`src/rtl/sha256_w_sched_engine.sv`:
```
// SHA-256 message-schedule engine: loads a 512-bit block and streams W[0..NUM_ROUNDS-1]
// through valid/ready, WORDS_PER_CYCLE words per handshake, from a 16-word sliding window.
module sha256_w_sched_engine #(
    parameter int unsigned WORDS_PER_CYCLE = 1,
    parameter int unsigned NUM_ROUNDS      = 64
) (
    input  logic                         CLK,
    input  logic                         RST,
    input  logic                         start,
    input  logic                         abort,
    input  logic [511:0]                 block_in,
    output logic                         busy,
    output logic                         w_valid,
    input  logic                         w_ready,
    output logic [32*WORDS_PER_CYCLE-1:0] w_out,
    output logic [5:0]                   w_index,
    output logic                         done
);

    typedef enum logic {IDLE, RUN} state_t;

    localparam logic [5:0] LAST_IDX = 6'(NUM_ROUNDS - WORDS_PER_CYCLE);
    localparam logic [5:0] STEP     = 6'(WORDS_PER_CYCLE);

    state_t      r_state;
    logic [31:0] r_win [16];
    logic [5:0]  r_index;
    logic        r_done;

    logic [31:0] w_new   [WORDS_PER_CYCLE];
    logic [31:0] w_shift [16];
    logic        w_fire;
    logic        w_last;

    function automatic logic [31:0] f_s0(input logic [31:0] x);
        return {x[6:0], x[31:7]} ^ {x[17:0], x[31:18]} ^ (x >> 3);
    endfunction

    function automatic logic [31:0] f_s1(input logic [31:0] x);
        return {x[16:0], x[31:17]} ^ {x[18:0], x[31:19]} ^ (x >> 10);
    endfunction

    // Word j only reads window[j..j+14], so both lanes come from registered state.
    for (genvar g = 0; g < WORDS_PER_CYCLE; g++) begin : g_lane
        assign w_new[g] = r_win[g] + f_s0(r_win[g+1]) + r_win[g+9] + f_s1(r_win[g+14]);
        assign w_out[32*g +: 32] = r_win[g];
    end

    for (genvar g = 0; g < 16; g++) begin : g_shift
        if (g < 16 - WORDS_PER_CYCLE) begin : g_keep
            assign w_shift[g] = r_win[g+WORDS_PER_CYCLE];
        end else begin : g_append
            assign w_shift[g] = w_new[g-(16-WORDS_PER_CYCLE)];
        end
    end

    assign busy    = (r_state == RUN);
    assign w_valid = (r_state == RUN);
    assign w_index = r_index;
    assign done    = r_done;
    assign w_fire  = w_valid & w_ready;
    assign w_last  = (r_index == LAST_IDX);

    always_ff @(posedge CLK or negedge RST) begin
        if (!RST) begin
            r_state <= IDLE;
            for (int unsigned i = 0; i < 16; i++) r_win[i] <= '0;
            r_index <= '0;
            r_done  <= 1'b0;
        end else begin
            r_done <= 1'b0;
            case (r_state)
                IDLE: begin
                    if (!abort && start) begin
                        for (int unsigned i = 0; i < 16; i++) r_win[i] <= block_in[511-32*i -: 32];
                        r_index <= '0;
                        r_state <= RUN;
                    end
                end
                RUN: begin
                    if (abort) begin
                        r_state <= IDLE;
                    end else if (w_fire) begin
                        for (int unsigned i = 0; i < 16; i++) r_win[i] <= w_shift[i];
                        // Index parks on the last group so it never passes NUM_ROUNDS-WORDS_PER_CYCLE.
                        if (w_last) begin
                            r_state <= IDLE;
                            r_done  <= 1'b1;
                        end else begin
                            r_index <= r_index + STEP;
                        end
                    end
                end
                default: r_state <= IDLE;
            endcase
        end
    end

endmodule

```
`config.mk`:
```
export PLATFORM = sky130hd
export DESIGN_NAME = sha256_w_sched_engine
export DESIGN_NICKNAME = d
export VERILOG_FILES = /design/src/rtl/sha256_w_sched_engine.sv
export SDC_FILE = /design/constraint.sdc
export NUM_CORES = 1
export LEC_CHECK = 0
export CAP_MARGIN = 30
export CORE_ASPECT_RATIO = 0.8
export CORE_MARGIN = 1
export CORE_UTILIZATION = 35
export DETAILED_ROUTE_END_ITERATION = 16
export GPL_TIMING_DRIVEN = 0
export PLACE_DENSITY = 0.61
export SYNTH_ARGS = -nofsm -noshare
export SYNTH_HDL_FRONTEND = slang
export SYNTH_SLANG_ARGS = --single-unit
```
`constraint.sdc`:
```
create_clock -name CLK -period 9.7 [get_ports CLK]
set_clock_uncertainty 0.1 [all_clocks]
set_input_delay 0.97 -clock CLK [delete_from_list [all_inputs] [get_ports CLK]]
set_output_delay 0.97 -clock CLK [all_outputs]
set_load 0.02 [all_outputs]
```
==> results of run 1 <==
==> state kept, by name, indices dropped and copies added (netlist names) <==
| signal | cells |
|---|---|
| done | 1 |
| w_index | 6 |
| busy | 1 |
| r_win | 480 |
| w_out | 32 |
==> cell usage after synthesis (2+ instances only) <==
cell type / instances
a211o_1: 2
a211oi_1: 2
a211oi_2: 2
a21boi_0: 2
a21o_1: 11
a21oi_1: 56
a21oi_2: 3
a221oi_1: 2
a31oi_1: 6
and3_1: 18
buf_1: 2
buf_2: 63
buf_4: 34
clkbuf_1: 150
clkbuf_8: 2
dfrtp_1: 520
fa_1: 62
ha_1: 32
inv_1: 128
mux2i_1: 491
nand2_1: 528
nand2b_1: 2
nand3_1: 9
nand4_1: 7
nor2_1: 31
nor2b_1: 2
nor3_1: 13
nor4b_1: 2
o211ai_1: 6
o21a_1: 6
o21ai_0: 512
o21ai_1: 3
o21bai_1: 6
o22ai_1: 7
o31ai_1: 5
xnor2_1: 77
xor2_1: 68
==> worst max-delay path: stages, from the launching register on <==
cell and delay (ns):
dfrtp_1 0.32, clkbuf_1 0.40, xor2_1 0.15, xnor2_1 0.49
fa_1 0.54, fa_1 0.49, inv_1 0.04, ha_1 0.36
a21oi_1 0.16, o21ai_1 0.17, a31oi_1 0.32, nand2_1 0.15
a311oi_1 0.36, xor2_1 0.41, o22ai_1 0.13
==> logic make-up (layout without fill, tap and decap cells) <==
kind of cell               Yosys count  after routing
buffers and inverters              380           1043
other                                0             10
xor gates and xnor gates           145            145
DFF                                520            520
AOI/OAI and AO/OA                  645            645
and+or+nand+nor                    621            621
adders and majority gates           94             94
muxes                              491            491
==> layer usage <==
metal / vias up / GRT usage / share of wire
li1: 11000 / - / -
met2: 861 / 0.413 / 0.45
met5: - / 0 / 0.0018
met3: 152 / 0.0613 / 0.078
met4: 32 / 0.0795 / 0.028
met1: 11600 / 0.381 / 0.45
==> final cells by class <==
type / instances / area (um^2)
Sequential cell: 520 / 13000
Antenna cell: 10 / 25.0
Inverter: 128 / 480
Clock inverter: 16 / 203
Fill cell: 7835 / 43000
Clock buffer: 85 / 1680
Multi-Input combinational cell: 1996 / 13700
Tap cell: 1092 / 1370
Buffer: 252 / 1180
Timing Repair Buffer: 562 / 5700
==> where the power goes <==
part	internal, mW	switching [mW]
logic	3.16	5.26
registers	2.77	0.507
clock network	1.30	0.944
==> path summary, 6_finish.rpt <==
| kind | endpoint | depth (start not counted) | slack, ns | startpoint |
|---|---|---|---|---|
| worst min register to register | r_win[293]$_DFFE_PN0P_ | 2 | 0.38 | r_win[293]$_DFFE_PN0P_ |
| worst max register to register | r_win[16]$_DFFE_PN0P_ | 14 | 5.02 | r_win[458]$_DFFE_PN0P_ |
| worst max-delay path | r_win[16]$_DFFE_PN0P_ | 14 | 5.02 | r_win[458]$_DFFE_PN0P_ |
| worst min-delay path | r_win[159]$_DFFE_PN0P_ | 1 | 0.22 | RST |
| max in group asynchronous | r_win[203]$_DFFE_PN0P_ | 4 | 7.21 | RST |
| min in group CLK | r_win[293]$_DFFE_PN0P_ | 2 | 0.38 | r_win[293]$_DFFE_PN0P_ |
==> impl_metrics.py, run 1 <==
metrics = {
    "logic_synthesis": {
        "synth_seq_area_share": 0.458,
        "synthXorXnorAreaFrac": 0.0447,
        "yosys.area_share.simple": 0.0869,
        "synth_area_mm2": 0.0284,
        "synth_top_area_frac": 0.458,
        "yosys.area.top_type": "dfrtp_1",
        "synth.avg_cell_area_um2": 9.81,
        "synthMuxAreaShare": 0.173,
        "ys_types": 61,
        "synth-seq-cells": 520,
        "syn_nets": 3507,
        "synth_cells": 2896,
        "yosys-top-cells-area": "dfrtp_1, mux2i_1, o21ai_0",
        "synth_compound_area_frac": 0.121,
        "async_flop_share": 1.00,
        "synth_top_family_by_area": "multiplexers",
        "synth_edf_count": 0,
        "synth_flop_cell": "dfrtp_1",
        "synth_fa_ha_area_frac": 0.0578,
        "yosysWarningCount": 0,
    },
    "cts": {
        "cts-root-buf": "clkbuf_16",
        "clock_latency_ns": 0.64,
        "clk_pin_slew_ns": 0.07,
        "cts_tree": "yes",
        "cts_made_buffers": 57,
        "ctsHoldBuffers": 0,
        "post_cts_resized": 0,
        "clockBufferDepth": 3,
        "clkSinkCount": 520,
        "htree_levels": 2,
        "post_cts_buffers": 0,
    },
    "sta": {
        "maxSlewHeadroom": 0.342,
        "fin_setup_tns_ns": 0,
        "worstMarginPinSlew_ns": 0.987,
        "slew_violations": 0,
        "rsz0062_at_grt": "no",
        "hold_viol": 0,
        "hold_ws_ns": 0.221,
        "setup_viol": 0,
        "fmax_ghz": 0.214,
        "fin_crit_ns": 4.68,
        "setup_ws_ns": 5.02,
        "post-route-period-util": 0.483,
    },
    "floorplanning": {
        "die_y_um": 257,
        "dieArea_mm2": 0.0823,
        "chipWidth_um": 321,
        "core_mm2": 0.0804,
        "initial_utilization": 0.353,
        "fp-row-count": 93,
        "io_pins": 558,
    },
    "pwr": {
        "leakage_nw": 16.5,
        "ir_drop_uv": 381,
        "power_per_cell_area_mw_per_mm2": 373,
        "power.total_mw": 13.9,
    },
    "placement": {
        "place_area_mm2": 0.0355,
        "dp_cells": 4550,
        "hpwlAfterDp_mm": 91.1,
        "pre_cts_ws_ns": 5.14,
        "gp_congestion": 0.938,
        "io_buffers": 557,
    },
    "worst_setup_path": {
        "path_max_fanout": 6,
        "endpoint_kind": "register",
        "worstPathRequired_ns": 10.11,
        "criticalPathCategory": "reg2reg",
        "crit_arrival_ns": 5.09,
        "startpoint_type": "register",
    },
    "layout": {
        "layout.nets": 4128,
        "design_area_mm2": 0.0374,
        "layout_commonest_cell": "clkdlybuf4s50_1",
        "fin_util": 0.465,
        "final_cell_mix": "clkdlybuf4s50_1, nand2_1, dfrtp_1",
        "drive_gt1_frac": 0.0582,
        "fin_cells": 4661,
        "area_delta_synth_final_pct": 31.6,
    },
    "global_routing": {
        "grt-ovfl-total": 0,
        "grt_pass1_wl_mm": 161,
        "grt_pass1_vias": 23500,
        "grt_use_total": 0.270,
        "grt_max_degree": 111,
        "antenna_found_initial": 27,
    },
    "route": {
        "wl_mm": 114,
        "post_drt_wl_per_cell_um": 24.4,
        "ant_nets": 0,
        "via_per_inst": 5.08,
        "drtPass1Iterations": 6,
        "num_vias": 23700,
        "drtIter0Drc": 2039,
        "drcViolationCount": 0,
    },
    "run": {
        "maxCapViolations": 0,
    },
    "status": {
        "status": "finished clean",
    },
    "worst_hold_path": {
        "hold_class": "in2async",
    },
}
No activity file was read; power rests on OpenSTA's default activity.
==> run 2: changes to the inputs <==
- PLACE_DENSITY: 0.61 -> 0.63
- clock period: 9.7 -> 4.2 ns (I/O delays scaled with it)
==> impl_metrics.py, run 2 (synthesized netlist as in run 1, its figures left out) <==
metrics = {
    "status": {
        "status": "finished, violations left",
        "violations": "setup timing",
    },
    "layout": {
        "drive_gt1_frac": 0.0771,
        "layout_commonest_cell": "clkdlybuf4s50_1",
        "final_cell_mix": "clkdlybuf4s50_1, nand2_1, o21ai_0",
        "design_area_mm2": 0.0377,
        "layout.nets": 4120,
        "largest-register": "r_win",
        "area_delta_synth_final_pct": 32.6,
        "largest_reg_flops": 480,
    },
    "pwr": {
        "comb_power_share": 0.620,
        "power.total_mw": 33.7,
        "ir_drop_uv": 1190,
        "p_switching_mw": 16.3,
        "p_int_mw": 17.4,
        "power_per_cell_area_mw_per_mm2": 894,
        "power_frac_seq": 0.230,
        "swShare": 0.484,
        "clkPwrFrac": 0.151,
        "leakage_nw": 16.6,
    },
    "floorplanning": {
        "core_mm2": 0.0804,
        "dieArea_mm2": 0.0823,
        "die_y_um": 257,
        "initial_utilization": 0.353,
        "io_pins": 558,
        "chipWidth_um": 321,
        "fp-row-count": 93,
    },
    "worst_setup_path": {
        "crit_arrival_ns": 4.59,
        "r2r_end": "r_win[17]$_DFFE_PN0P_",
        "path_max_fanout": 5,
        "criticalPathCategory": "reg2reg",
        "r2r_start": "r_win[458]$_DFFE_PN0P_",
        "endpoint_kind": "register",
        "r2r_slack_ns": -0.002,
        "worstPathRequired_ns": 4.58,
        "reg2reg_depth": 13,
        "startpoint_type": "register",
    },
    "placement": {
        "gp_congestion": 0.943,
        "io_buffers": 557,
        "pre_cts_ws_ns": -0.382,
        "place_area_mm2": 0.0355,
        "hpwlAfterDp_mm": 91.9,
    },
    "route": {
        "num_vias": 23900,
        "drtIter0Drc": 1907,
        "via_per_inst": 5.14,
        "drtPass1Iterations": 5,
        "drcViolationCount": 0,
        "ant_nets": 0,
        "post_drt_wl_per_cell_um": 24.7,
        "wl_mm": 115,
    },
    "cts": {
        "cts_tree": "yes",
        "clk_pin_slew_ns": 0.06,
        "cts-root-buf": "clkbuf_16",
        "cts_made_buffers": 56,
        "clkSinkCount": 520,
        "clock_latency_ns": 0.63,
        "htree_levels": 2,
        "clockBufferDepth": 3,
    },
    "sta": {
        "rsz0062_at_grt": "yes",
        "post-route-period-util": 1.00,
        "fmax_ghz": 0.238,
        "fin_crit_ns": 4.20,
        "setup_ws_ns": -0.00206,
        "hold_viol": 0,
        "worstMarginPinSlew_ns": 0.982,
        "hold_ws_ns": 0.234,
        "maxSlewHeadroom": 0.345,
        "setup_viol": 1,
        "slew_violations": 0,
    },
    "global_routing": {
        "antenna_found_initial": 21,
        "grt-ovfl-total": 0,
        "grt_use_total": 0.274,
        "grt_max_degree": 120,
        "grt_pass1_wl_mm": 163,
        "grt_pass1_vias": 23600,
    },
    "worst_hold_path": {
        "hold_class": "in2async",
    },
    "run": {
        "maxCapViolations": 0,
    },
}
==> run 2: cell types whose count changed in the layout (fill, tap and decap cells not counted), moves of 5 or more <==
cell | before | now
xnor2_2 | 0 | 7
ha_1 | 32 | 27
xnor2_1 | 77 | 70
dfrtp_1 | 520 | 502
o21ai_0 | 512 | 507
dfrtp_2 | 0 | 18
a21oi_1 | 56 | 50
buf_4 | 34 | 43
clkbuf_1 | 165 | 143
==> run 2: power by group through the flow <==
stage	clock [mW]	sequential, mW	combinational [mW]
floorplan	0	7.06	12.8
global placement	0	7.61	18.7
detailed placement	0	7.61	18.8
CTS	5.15	7.67	19.1
global route	5.34	7.86	22.6
finish	5.07	7.73	20.9
==> run 2: metrics by stage <==
step                      setup TNS (ns)  cells  utilization
after floorplan                        0   2896            -
after global placement                 -   4545        0.440
after detailed placement           -4.72   4551        0.442
after CTS                       -0.00820   4642        0.466
after global routing              -0.120   4651        0.469
final                           -0.00206   4652        0.469
==> run 2: layout make-up <==
class / instances / area, um^2
sequential: 520 / 13000
buffer: 234 / 1110
fill: 7743 / 42700
multi-input combinational: 1996 / 14000
antenna: 7 / 17.5
timing repair buffer: 573 / 5810
clock buffer: 80 / 1620
clock inverter: 22 / 223
inverter: 128 / 480
tap: 1092 / 1370
==> run 2: what timing repair did <==
item | in CTS | in global routing
endpoints found under the setup margin | 22 | 18
gates resized for setup | 26 | 44
setup buffers | 4 | 5
endpoints found under the hold margin | 52 | 0
pin swaps | 9 | 24
hold buffers | 1 | 0
==> run 2: worst max-delay path: stages, from the launching register on <==
cell      delay (ns)
dfrtp_2         0.49
xor2_1          0.22
xnor2_2         0.30
fa_1            0.49
fa_1            0.49
inv_1           0.05
ha_1            0.27
a21oi_2         0.19
o21ai_1         0.11
a211oi_2        0.39
a21oi_4         0.15
o31ai_2         0.26
xor2_1          0.39
o22ai_1         0.16
==> run 2: worst max-delay path by stage <==
stage,startpoint,end,cells past startpoint
floorplan,r_win[456]$_DFFE_PN0P_,r_win[23]$_DFFE_PN0P_,15
global placement,RST,r_win[118]$_DFFE_PN0P_,1
detailed placement,r_win[457]$_DFFE_PN0P_,r_win[17]$_DFFE_PN0P_,13
CTS,r_win[459]$_DFFE_PN0P_,r_win[17]$_DFFE_PN0P_,13
global route,r_win[471]$_DFFE_PN0P_,r_win[22]$_DFFE_PN0P_,13
finish,r_win[458]$_DFFE_PN0P_,r_win[17]$_DFFE_PN0P_,13
==> run 2: routing by layer <==
| metal | track usage | wire length, um |
|---|---|---|
| met1 | 0.388 | 51500 |
| met2 | 0.422 | 51600 |
| met3 | 0.0581 | 8650 |
| met4 | 0.0770 | 3060 |
| met5 | 0 | 144 |
==> edit, RTL diff (settings of run 2) <==
Make the reset (`RST`) synchronous in one clocked block.
--- a/src/rtl/sha256_w_sched_engine.sv
+++ b/src/rtl/sha256_w_sched_engine.sv
@@ -61,7 +61,7 @@
     assign w_fire  = w_valid & w_ready;
     assign w_last  = (r_index == LAST_IDX);
 
-    always_ff @(posedge CLK or negedge RST) begin
+    always_ff @(posedge CLK) begin
         if (!RST) begin
             r_state <= IDLE;
             for (int unsigned i = 0; i < 16; i++) r_win[i] <= '0;
Check against the original RTL: not settled (the Yosys comparison gave no result); the edit may change what the design does.
==> edit against run 2 <==
- the run still ends with negative setup slack left
- maximum frequency down 6.0%
- sequential cell count unchanged
- worst setup slack worse by 0.27 ns
- routed wire length down 9.4%
- area after synthesis down 9.3%
- synthesized cell count down 36%
- final area down 4.5%
- sequential share of layout area up 8.6 points
Power is not compared: it rests on default switching activity, and its combinational part moved more than twofold at a synthesized area within 25%.
==> edit: results (changes against run 2) <==
share of cells above drive strength 1 - 0.146 (+0.0686)
post-synthesis mux area share - 0.000776 (-0.172)
RePlAce Congestion - 0.911 (-3.3%)
CP Max Fanout - 7 (+2)
GRT met1 Usage - 0.361 (-0.0270)
post-synthesis adder-cell area fraction - 0.0637 (+0.00590)
worst slack, placed - -0.907 ns (-0.524 ns)
Post-synth ARST share - 0 (-1.00)
Post-Route M1 WL - 43.2 mm (-16%)
met3 Use GR - 0.0698 (+0.0118)
failing checks - negative setup slack
final WL - 104 mm (-9.4%)
global-route wire length before repair - 141 mm (-14%)
Critical Path Start - r_win[1][221]
main combinational cell family by area after synthesis - compound AO/OA/AOI/OAI gates
DR WL met2 - 49.2 mm (-4.5%)
Worst R2R End - r_win[1][255]
DP HPWL - 82.8 mm (-9.9%)
top cells by count, synth - 512 x edfxtp_1, 481 x a22o_1, 151 x inv_1, 113 x xnor2_1, 86 x clkbuf_1
DR iter-0 viols - 1844 (-3.3%)
clock root buffer - clkbuf_16
wire length on met3 - 9.66 mm (+12%)
Net Count, Synth - 2464 (-30%)
Synth cell types - 76 (+25%)
crit path DAT - 4.70 ns (+0.11 ns)
CTS Buf Count - 55 (-1.8%)
largest net degree at the start of global routing - 117 (-2.5%)
Seq/Total Area, Yosys - 0.603 (+0.145)
met2 Use GR - 0.441 (+0.0190)
setup ws final - -0.269 ns (-0.267 ns)
Slew HR - 0.255 (-0.0904)
CP peak stage delay - 0.53 ns (+0.04 ns)
Final setup viols - 14 (+13)
max FFs per register - 512 (+6.7%)
Compound-Gate Fraction of Synth Area - 0.203 (+0.0815)
Post-Synth XOR/XNOR Area - 0.0455 (+0.000827)
Clock Pin Slew Worst Setup and Hold Paths - 0.06 ns (about the same)
net count reported at finish - 3144 (-24%)
ranking of synthesized cells by area - edfxtp_1 60%, a22o_1 16%, fa_1 4.8%, xnor2_1 3.8%, inv_1 2.2%
outcome - finished, violations left
gr usage total - 0.269 (-0.00517)
CP max-delay cell - fa_1
Post-synth EDFFs - 512 (+512)
[edit: cell count changes after synthesis, moves of 47 or more]
cell,change
edfxtp_1,+512
a22o_1,+481
dfrtp_1,-520
xor2_1,-47
nand2_1,-472
clkbuf_1,-64
mux2i_1,-489
o21ai_0,-482
[edit: metrics by stage]
stage | TNS [ns] | instances | utilization | area [um2] | hold slack (ns)
floorplan | -7.63 | 1853 | - | 25800 | 0.412
global placement | -704.34 | 3355 | 0.449 | 32600 | 0.406
detailed placement | -105.21 | 3358 | 0.451 | 32700 | 0.418
CTS | -1.33 | 3480 | 0.483 | 35000 | 0.347
global route | -3.47 | 3521 | 0.497 | 36000 | 0.360
finish | -1.35 | 3528 | 0.497 | 36000 | 0.386
[edit: worst min-delay path by stage]
| stage | from | endpoint | slack, ns | cells past startpoint |
|---|---|---|---|---|
| final | block_in[236] | r_win[1][12] | 0.39 | 2 |
| after global placement | w_index[3] | w_index[3] | 0.41 | 2 |
| after CTS | block_in[234] | r_win[1][10] | 0.35 | 2 |
| after detailed placement | r_win[0][197] | r_win[0][165] | 0.42 | 1 |
| after floorplan | r_win[0][132] | r_win[0][100] | 0.41 | 1 |
| after global routing | block_in[237] | r_win[1][13] | 0.36 | 2 |
[edit: repair_timing]
item,CTS,global route
hold buffers,0,0
pin swaps,19,62
setup buffers,26,39
gates cloned,0,0
setup endpoints to repair,27,213
resized for setup,82,129
[edit: final cells by class]
class                   count  area (um2)
inverters                 151         567
repair buffers            624        6170
well taps                 945        1180
plain buffers             162         811
flip-flops and latches    520       15500
clock inverters            34         292
fillers                  6271       36500
multi-input cells        1019       10000
clock buffers              63        1410
diodes                     10        25.0
[edit: power breakdown]
part	switching, mW	internal (mW)
sequential	0.302	6.18
clock	2.08	2.64
combinational	4.36	3.03
